## src/rtl/gpu_cmd_pkg.sv

```systemverilog
// Command-word field layout, opcodes, FIFO word format and sequencer states
// shared by the command fetch path.
package gpu_cmd_pkg;

  localparam int HDR_PAY_BIT = 31;
  localparam int HDR_CNT_MSB = 15;
  localparam int HDR_CNT_LSB = 8;
  localparam int HDR_OP_MSB  = 7;
  localparam int HDR_OP_LSB  = 0;

  localparam logic [7:0] OP_VERTEX      = 8'h03;
  localparam logic [7:0] OP_COLOR       = 8'h04;
  localparam logic [7:0] OP_MATRIX_MODE = 8'h10;
  localparam logic [7:0] OP_LOAD_MATRIX = 8'h13;

  typedef enum logic [1:0] {
    ST_IDLE,
    ST_FETCH,
    ST_DRAIN,
    ST_ERR
  } seq_state_e;

  typedef struct packed {
    logic        is_hdr;
    logic        last;
    logic [7:0]  opcode;
    logic [31:0] data;
  } cmd_word_t;

endpackage

```

## src/rtl/cmd_out_fifo.sv

```systemverilog
// Small synchronous FIFO buffering classified command words toward the
// geometry front end; reports occupancy so the fetcher can throttle reads.
module cmd_out_fifo #(
  parameter int DEPTH = 2,
  parameter int WIDTH = 42
) (
  input  logic                         clk,
  input  logic                         rst,
  input  logic                         push,
  input  logic [WIDTH-1:0]             push_data,
  input  logic                         pop,
  output logic [WIDTH-1:0]             pop_data,
  output logic [$clog2(DEPTH+1)-1:0]   count,
  output logic                         full,
  output logic                         empty
);

  localparam int PW = (DEPTH > 1) ? $clog2(DEPTH) : 1;
  localparam int CW = $clog2(DEPTH + 1);

  logic [WIDTH-1:0] mem_q [DEPTH];
  logic [PW-1:0]    wr_ptr_q, rd_ptr_q;
  logic [CW-1:0]    count_q;
  logic             do_push, do_pop;

  function automatic logic [PW-1:0] ptr_inc(input logic [PW-1:0] p);
    return (p == PW'(DEPTH - 1)) ? '0 : p + PW'(1);
  endfunction

  assign empty    = (count_q == '0);
  assign full     = (count_q == CW'(DEPTH));
  assign do_push  = push && !full;
  assign do_pop   = pop && !empty;
  assign count    = count_q;
  assign pop_data = empty ? '0 : mem_q[rd_ptr_q];

  // NOTE: clocked state uses non-blocking assignments so every register samples pre-edge values.
  always_ff @(posedge clk) begin
    if (rst) begin
      wr_ptr_q <= '0;
      rd_ptr_q <= '0;
      count_q  <= '0;
    end else begin
      if (do_push) wr_ptr_q <= ptr_inc(wr_ptr_q);
      if (do_pop)  rd_ptr_q <= ptr_inc(rd_ptr_q);
      if (do_push && !do_pop)      count_q <= count_q + CW'(1);
      else if (do_pop && !do_push) count_q <= count_q - CW'(1);
    end
  end

  // NOTE: storage has no reset; pop_data is masked while empty so stale entries never leak out.
  always_ff @(posedge clk) begin
    if (do_push) mem_q[wr_ptr_q] <= push_data;
  end

endmodule

```

## src/rtl/cmd_fetch_sequencer.sv

```systemverilog
// Streams command words from base_addr to end_addr, tagging headers/payload.
// Optional header/truncation checking is enabled by defining CMD_ERR_CHECK_EN.
module cmd_fetch_sequencer
  import gpu_cmd_pkg::*;
#(
  parameter int AW       = 32,
  parameter int FIFO_DEP = 2,
  parameter int MAX_PAY  = 16
) (
  input  logic          clk,
  input  logic          rst,
  input  logic          start,
  input  logic [AW-1:0] base_addr,
  input  logic [AW-1:0] end_addr,
  output logic          mem_rd,
  output logic [AW-1:0] mem_addr,
  input  logic [31:0]   mem_rdata,
  output logic          out_valid,
  input  logic          out_ready,
  output logic [31:0]   out_data,
  output logic          out_is_hdr,
  output logic [7:0]    out_opcode,
  output logic          out_last,
  output logic          busy,
  output logic          done,
  output logic          error
);

  localparam int WAW = AW - 2;
  localparam int CW  = $clog2(FIFO_DEP + 1);

  if (FIFO_DEP < 2 || MAX_PAY < 1 || MAX_PAY > 255) begin : g_bad_cfg
    $error("cmd_fetch_sequencer: FIFO_DEP must be >= 2 and MAX_PAY within 1..255");
  end

  seq_state_e     state_q, state_d;
  logic [WAW-1:0] addr_q, end_q, base_w, end_w;
  logic           inflight_q, busy_q, done_q;
  logic [7:0]     pay_rem_q, pay_rem_d, opcode_q, opcode_d;
  logic [7:0]     ret_cnt, ret_op;
  logic           ret_hdr, ret_has_pay, bad_hdr, push;
  logic           start_ok, empty_range, drained, finish, room;
  logic [CW-1:0]  fifo_count;
  logic [CW:0]    occupancy;
  logic           fifo_full, fifo_empty;
  cmd_word_t      push_word, pop_word;
  logic           unused_addr_bits;

  assign base_w           = base_addr[AW-1:2];
  assign end_w            = end_addr[AW-1:2];
  assign unused_addr_bits = ^{base_addr[1:0], end_addr[1:0]};
  assign start_ok         = start && (state_q == ST_IDLE);
  assign empty_range      = (base_w >= end_w);
  assign drained          = !inflight_q && fifo_empty;
  assign finish           = drained && (state_q == ST_DRAIN || state_q == ST_ERR);

  // Count words already reserved (buffered or still in the memory pipe) so a stall never overflows.
  assign occupancy = {1'b0, fifo_count} + (CW+1)'(inflight_q);
  assign room      = !fifo_full && (occupancy < (CW+1)'(FIFO_DEP));

  assign ret_cnt     = mem_rdata[HDR_CNT_MSB:HDR_CNT_LSB];
  assign ret_op      = mem_rdata[HDR_OP_MSB:HDR_OP_LSB];
  assign ret_hdr     = (pay_rem_q == '0);
  assign ret_has_pay = mem_rdata[HDR_PAY_BIT] && (ret_cnt != '0);

`ifdef CMD_ERR_CHECK_EN
  assign bad_hdr = inflight_q && ret_hdr && ret_has_pay && (ret_cnt > 8'(MAX_PAY));
`else
  assign bad_hdr = 1'b0;
`endif

  assign push = inflight_q && !bad_hdr && (state_q != ST_ERR);

  // NOTE: every combinational output gets a default first so no path leaves it unassigned (no latches).
  always_comb begin
    pay_rem_d        = pay_rem_q;
    opcode_d         = opcode_q;
    push_word.is_hdr = ret_hdr;
    push_word.data   = mem_rdata;
    push_word.opcode = ret_hdr ? ret_op : opcode_q;
    push_word.last   = ret_hdr ? !ret_has_pay : (pay_rem_q == 8'd1);
    if (start_ok) begin
      pay_rem_d = '0;
    end else if (inflight_q) begin
      if (ret_hdr) begin
        pay_rem_d = ret_has_pay ? ret_cnt : 8'd0;
        opcode_d  = ret_op;
      end else begin
        pay_rem_d = pay_rem_q - 8'd1;
      end
    end
  end

  always_ff @(posedge clk) begin
    if (rst) state_q <= ST_IDLE;
    else     state_q <= state_d;
  end

  always_comb begin
    state_d = state_q;
    unique case (state_q)
      ST_IDLE: begin
        if (start) begin
          state_d = (empty_range || (base_w + WAW'(1) == end_w)) ? ST_DRAIN : ST_FETCH;
        end
      end
      ST_FETCH: begin
        if (bad_hdr) state_d = ST_ERR;
        else if (mem_rd && (addr_q + WAW'(1) == end_q)) state_d = ST_DRAIN;
      end
      ST_DRAIN: begin
        if (bad_hdr)      state_d = ST_ERR;
        else if (drained) state_d = ST_IDLE;
      end
      ST_ERR: begin
        if (drained) state_d = ST_IDLE;
      end
      default: state_d = ST_IDLE;
    endcase
  end

  // The first read issues straight from IDLE so data returns the cycle after start.
  always_comb begin
    mem_rd   = 1'b0;
    mem_addr = {addr_q, 2'b00};
    if (!rst) begin
      unique case (state_q)
        ST_IDLE: begin
          if (start && !empty_range) begin
            mem_rd   = 1'b1;
            mem_addr = {base_w, 2'b00};
          end
        end
        ST_FETCH: mem_rd = room && !bad_hdr;
        default:  mem_rd = 1'b0;
      endcase
    end
  end

  always_ff @(posedge clk) begin
    if (rst) begin
      addr_q     <= '0;
      end_q      <= '0;
      inflight_q <= 1'b0;
      pay_rem_q  <= '0;
      opcode_q   <= '0;
      busy_q     <= 1'b0;
      done_q     <= 1'b0;
    end else begin
      inflight_q <= mem_rd;
      pay_rem_q  <= pay_rem_d;
      opcode_q   <= opcode_d;
      done_q     <= finish;
      if (mem_rd) addr_q <= mem_addr[AW-1:2] + WAW'(1);
      if (start_ok) begin
        end_q  <= end_w;
        busy_q <= 1'b1;
      end else if (finish) begin
        busy_q <= 1'b0;
      end
    end
  end

`ifdef CMD_ERR_CHECK_EN
  logic error_q;
  always_ff @(posedge clk) begin
    if (rst || start_ok) error_q <= 1'b0;
    else if (bad_hdr || (finish && state_q == ST_DRAIN && pay_rem_q != '0)) error_q <= 1'b1;
  end
  assign error = error_q;
`else
  assign error = 1'b0;
`endif

  cmd_out_fifo #(
    .DEPTH (FIFO_DEP),
    .WIDTH ($bits(cmd_word_t))
  ) u_fifo (
    .clk       (clk),
    .rst       (rst),
    .push      (push),
    .push_data (push_word),
    .pop       (out_ready),
    .pop_data  (pop_word),
    .count     (fifo_count),
    .full      (fifo_full),
    .empty     (fifo_empty)
  );

  assign out_valid  = !fifo_empty;
  assign out_data   = pop_word.data;
  assign out_is_hdr = pop_word.is_hdr;
  assign out_opcode = pop_word.opcode;
  assign out_last   = pop_word.last;
  assign busy       = busy_q;
  assign done       = done_q;

endmodule

```

## config.mk

```make
export PLATFORM = sky130hd
export DESIGN_NAME = cmd_fetch_sequencer
export DESIGN_NICKNAME = d
export VERILOG_FILES = /design/src/rtl/gpu_cmd_pkg.sv /design/src/rtl/cmd_out_fifo.sv /design/src/rtl/cmd_fetch_sequencer.sv
export SDC_FILE = /design/constraint.sdc
export NUM_CORES = 1
export LEC_CHECK = 0
export CORE_UTILIZATION = 56
export CTS_BUF_LIST = sky130_fd_sc_hd__clkbuf_4
export DETAILED_ROUTE_END_ITERATION = 10
export PLACE_DENSITY = 0.95
export SETUP_SLACK_MARGIN = 0.3
export SLEW_MARGIN = 20
export SYNTH_ARGS = -nofsm -noshare
export SYNTH_HDL_FRONTEND = slang
export SYNTH_SLANG_ARGS = --single-unit
```

## constraint.sdc

```tcl
create_clock -name clk -period 7.7 [get_ports clk]
set_clock_uncertainty 0.05 [all_clocks]
set_input_delay 1.925 -clock clk [delete_from_list [all_inputs] [get_ports clk]]
set_output_delay 1.925 -clock clk [all_outputs]
set_load 0.01 [all_outputs]
```

# == Word-level counts from Yosys, hierarchy flattened ==
# Memories as Yosys holds them, arrays and structs flattened. A register that Yosys moved wholly into a read port is not among the register bits.
# Cells that the tools add are included.
# word_totals
latch_bits,0
ramBits,84
reg_bits,85
rom_bits,0
memories,1
in_bits,100
elab_cells,92
output_inout_bits,79
# mem_list
memory,words,word_bits,rd,rd_clocked_by_memory_dff,wr,line,source
u_fifo.mem_q,2,42,1,1,1,cmd_out_fifo.sv:21,logic [WIDTH-1:0] mem_q [DEPTH];
# op_classes
n_shift,0
n_bitwise,1
n_lt_le_gt_ge,2
mux,26
n_eq_ne,11
addsub,9
div,0
mul,0
n_reduce_logical,31
# op_table
operator,count
2-to-1 mux 32 bit,3
"adder 30 x 1 -> 30 bit, second input constant",3
== test 30 bit,2
2-to-1 mux 42 bit,1
greater-or-equal comparator 30 bit,1
2-to-1 mux 8 bit,3
logical AND 1 bit,12
2-to-1 mux 2 bit,6
2-to-1 mux 1 bit,11
"== test 8 x 1 -> 1 bit, second input constant",1
zero test 8 bit,1
nonzero test 8 bit,1
"subtractor 8 x 1 -> 8 bit, second input constant",1
zero test 1 bit,7
"== test 2 bit, second input constant",3
"inequality test 2 bit, second input constant",3
one-hot mux 2 bit (3 select lines),1
zero test 2 bit,2
nonzero test 2 bit,2
OR reduction 2 bit,2
adder 2 x 1 -> 3 bit,1
"< comparator 3 x 2 -> 1 bit, second input constant",1
AND reduction 3 bit,1
"adder 1 bit, second input constant",2
8 further kinds,9

# == Logic depth before layout (Yosys ltp) ==
# depth
ltp_word,9
ltp_mapped,20
mapped_depth_nobuf,17

# == Cells and area by module ==
# Synthesis repeated with hierarchy kept, for this count alone.
# hier_totals
hier_cells,1217
area_unflattened_um2,10864.2
# modules_own_cells
mod,cells_each,seq_area_each_um2,instances,area_per_inst_um2
cmd_fetch_sequencer,1015,1621.6,1,7488.4
cmd_out_fifo,202,2622.5,1,3375.7

# == Worst setup path before layout ==
# Ideal clock, no wire load.
# synth_path
path_type,input to output
start,in end_addr[29]
end,out mem_addr[3]
required_ns,5.725
arrival_time_ns,4.733
path_buffers,3
path_slack_ns,0.992
stages,11
path_cell_list,inv_1 -> ha_1 -> a211oi_1 -> o22ai_1 -> a2111oi_0 -> o41ai_1 -> a211oi_1 -> clkbuf_1 -> clkbuf_1 -> clkbuf_1 -> mux2_2
# synth_between
elab_chain_cells,6
# synth_lines
element,line,source
start: declaration,cmd_fetch_sequencer.sv:14,"input logic [AW-1:0] end_addr,"
greater-or-equal comparator 30 bit,cmd_fetch_sequencer.sv:53,assign empty_range = (base_w >= end_w);
zero test 1 bit,cmd_fetch_sequencer.sv:129,if (start && !empty_range) begin
logical AND 1 bit,cmd_fetch_sequencer.sv:129,
2-to-1 mux 32 bit,cmd_fetch_sequencer.sv:129,
2-to-1 mux 32 bit,cmd_fetch_sequencer.sv:127,unique case (state_q)
2-to-1 mux 32 bit,cmd_fetch_sequencer.sv:126,if (!rst) begin
end: declaration,cmd_fetch_sequencer.sv:16,"output logic [AW-1:0] mem_addr,"
# No other way between the ends.

# == Worst setup path after layout ==
# layout_path
start,in base_addr[30]
end,out mem_addr[18]
# layout_between
elab_chain_cells,6
# layout_lines
element,line,source
start: declaration,cmd_fetch_sequencer.sv:13,"input logic [AW-1:0] base_addr,"
greater-or-equal comparator 30 bit,cmd_fetch_sequencer.sv:53,
zero test 1 bit,cmd_fetch_sequencer.sv:129,
logical AND 1 bit,cmd_fetch_sequencer.sv:129,
2-to-1 mux 32 bit,cmd_fetch_sequencer.sv:129,
2-to-1 mux 32 bit,cmd_fetch_sequencer.sv:127,
2-to-1 mux 32 bit,cmd_fetch_sequencer.sv:126,
# No other way between the ends.

==> results.py <==
metrics = {
    "timing": {
        "finalSetupViolations": 0,
        "fin_crit_ps": 7280,
        "rsz0062_at_grt": "false",
        "timing.final.crit_share": 0.945,
        "maxSlewViolCount": 0,
        "hold_viol_final": 0,
        "fin_ws_ps": 425,
        "worst_pin_slew_ps": 1010,
        "max_freq_mhz": 137,
        "setup_tns_ps": 0,
        "slew_headroom": 0.328,
    },
    "worst_setup_path": {
        "path_max_fanout": 24,
        "crit_arrival_ps": 5300,
        "crit_cells": 10,
        "cp-startpoint": "base_addr[30]",
        "crit_chain": "clkdlybuf4s50_1 > ha_1 > nand4_1 > nor3_1 > a2111oi_2 > o41ai_2 > a211oi_4 > clkbuf_16 > mux2_2 > clkdlybuf4s50_1",
        "r2r_cells": 14,
        "crit_buf_inv": 3,
        "rrSetupSlack_ps": 3820,
        "cp.required_ps": 5730,
        "cp-end-kind": "output port",
        "cpMaxStageDelayCell": "clkdlybuf4s50_1",
        "reg2reg_from": "state_q[0]",
        "path_delay_family": "buffers and inverters",
        "cpPeakStageDelay_ps": 630,
        "worst-setup-path-type": "input port to output port",
        "crit_end": "mem_addr[18]",
        "path_common_cell": "clkdlybuf4s50_1",
        "critPathLaunchType": "input port",
        "timing.rr.end": "addr_q[28]",
    },
    "clock_tree": {
        "cts_made_buffers": 17,
        "clock_sinks": 170,
        "root_buffer": "clkbuf_4",
        "clkLatencyLatePin_ps": 590,
        "tritoncts": "done",
        "htree_num_levels": 4,
        "clk_pin_slew_ps": 160,
        "cts-hold-fix-buffers": 0,
        "ctsLongestPathBuffers": 2,
    },
    "grt": {
        "antenna_found_initial": 1,
        "grt_pass1_vias": 9436,
        "grt_max_degree": 69,
        "grt_pass1_wl_um": 47900,
        "grt_overflow": 0,
        "grt.total_usage": 0.309,
    },
    "logic_synthesis": {
        "ys_seq_elements": 170,
        "syn_area_um2": 10700,
        "synth-adder-area-share": 0.0431,
        "netlist_instances": 1217,
        "synth-compound-area-share": 0.132,
        "synth-edff-count": 84,
        "yosysTopAreaCellShare": 0.235,
        "synth_area_leaders": "edfxtp_1, dfxtp_1, mux2i_1",
        "yosys.area_share.simple": 0.211,
        "synthTopCellsByCount": "nand2_1, nor2_1, dfxtp_1",
        "synthFlopType": "dfxtp_1",
        "ys_warn_count": 0,
        "synthMuxAreaShare": 0.0947,
        "synth-xor-area-share": 0.0782,
        "synth_top_area_cell": "edfxtp_1",
        "synth_top_family_by_area": "simple AND/OR/NAND/NOR gates",
        "synthesis.area_per_instance_um2": 8.83,
        "synth.most_common_cell": "nand2_1",
        "synth_cell_type_count": 66,
        "async_reset_ff_frac": 0,
        "seq_area_frac_synth": 0.395,
    },
    "power_and_ir_drop": {
        "p_leak_nw": 4.61,
        "power_density_nw_per_um2": 268,
        "ir_drop_v": 0.000187,
    },
    "final_layout": {
        "n_fill_cell": 1391,
        "layout.nets": 1506,
        "regArea_um2": 4250,
        "multiInputGateArea_um2": 6060,
        "area_delta_synth_final_pct": 21.5,
        "layout-drive-gt1-share": 0.0847,
    },
    "floorplanning": {
        "die_w_um": 141,
        "placementRows": 50,
        "start_util": 0.573,
        "die_h_um": 141,
        "core_um2": 18800,
        "ios": 179,
        "die-area_um2": 19700,
    },
    "route": {
        "vias_per_cell": 6.24,
        "avgRoutedWirePerCell_um": 18.9,
        "num_vias": 10100,
        "drt_iter0_drc": 1184,
        "antenna_left": 0,
        "first_pass_iters": 8,
        "totalWireLength_um": 30500,
        "drc_errors": 0,
    },
    "place": {
        "portBuffers": 171,
        "dp_hpwl_um": 22400,
        "gp_congestion": 0.956,
        "post-place-ws_ps": 380,
    },
    "flow_run": {
        "maxCapViolCount": 0,
    },
    "hold_path": {
        "hold_class": "flop to flop",
    },
    "run_status": {
        "outcome": "finished clean",
    },
}
## registers in the layout, summed over array words and instances, names as in the netlist, 2 cells and up, named ones only
name,cells
u_fifo.mem_q,84
opcode_q,8
end_q,30
addr_q,30
u_fifo.count,2
pay_rem_q,8
state_q,2
## layout by cell type, fill, tap and decap left out, types with 6 or more instances in the layout
cell type	Yosys	layout
o211ai_1	7	7
o21ba_2	6	6
nand4_1	32	32
nor3b_1	8	7
mux2_2	29	29
dfxtp_1	86	85
clkbuf_4	0	17
inv_8	0	6
edfxtp_1	84	84
and3_1	16	16
o21a_1	6	6
buf_4	4	27
xor2_1	30	30
o21ai_0	46	45
a21oi_1	71	71
nor4_1	17	17
ha_1	37	37
clkdlybuf4s50_1	0	170
nand2_1	166	166
xnor2_1	66	66
nor2_1	108	107
or3_1	12	12
mux2i_1	69	69
inv_1	54	54
or4_1	6	6
and2_1	7	6
a211oi_1	31	30
nand3_1	37	37
and4_1	12	12
nor3_1	24	24
## how the worst min path moves through the flow
stage,start,end,depth (start not counted)
2_1_floorplan,end_q[16],end_q[16],2
3_3_place_gp,end_q[16],end_q[16],2
3_5_place_dp,end_q[5],end_q[5],2
4_1_cts,end_q[5],end_q[5],2
5_1_grt,end_q[20],end_q[20],2
6_report,end_q[5],end_q[5],2
## repair_timing
| action | 4_1_cts | 5_1_grt |
|---|---|---|
| resized for setup | 0 | 6 |
| setup endpoints to repair | 0 | 30 |
| buffers inserted | 0 | 1 |
## area by class of cell
cell class                 instances  share of cell area
antenna                            1            0.000192
clock buffer                      17             0.00977
clock inverter                    15              0.0113
inverter                          54              0.0155
multi-input combinational        924               0.464
sequential                       170               0.325
tap                              234              0.0224
timing repair buffer             202               0.151
## tightest hold or removal path, delay by kind of cell (launching register included)
family	cells	cell delay (ps)
AND/OR/NAND/NOR	1	50
flip-flops	1	350
AO/OA/AOI/OAI	1	50
## where the power goes
group | internal, mW | total (mW) | switching (mW)
clock network | 0.146 | 0.507 | 0.361
registers | 1.17 | 1.33 | 0.155
logic | 0.756 | 1.67 | 0.913
## metrics by stage
stage | hold WS [ps] | std cells | util | area, µm² | power [mW]
finish | 434 | 1617 | 0.696 | 13100 | 3.50
global route | 455 | 1617 | 0.696 | 13100 | 3.70
CTS | 433 | 1614 | 0.693 | 13000 | 3.49
detailed placement | 413 | 1582 | 0.679 | 12700 | 2.99
global placement | 403 | 1581 | 0.678 | 12700 | 2.90
floorplan | 395 | 1219 | - | 10800 | 2.32
## per-layer routing
metal,vias to the layer above,GRT usage,part of all wire
li1,4677,-,-
met1,4660,0.383,0.39
met2,636,0.504,0.46
met3,117,0.0674,0.10
met4,0,0.168,0.049
met5,-,0,0
## logic make-up after synthesis
family,after synthesis
AND/OR/NAND/NOR,470
AO/OA/AOI/OAI,220
flip-flops,170
buffers and inverters,125
multiplexers,98
XOR/XNOR,96
adder cells (fa/ha/maj),37
other,1
(Power assumes the default switching activity.)
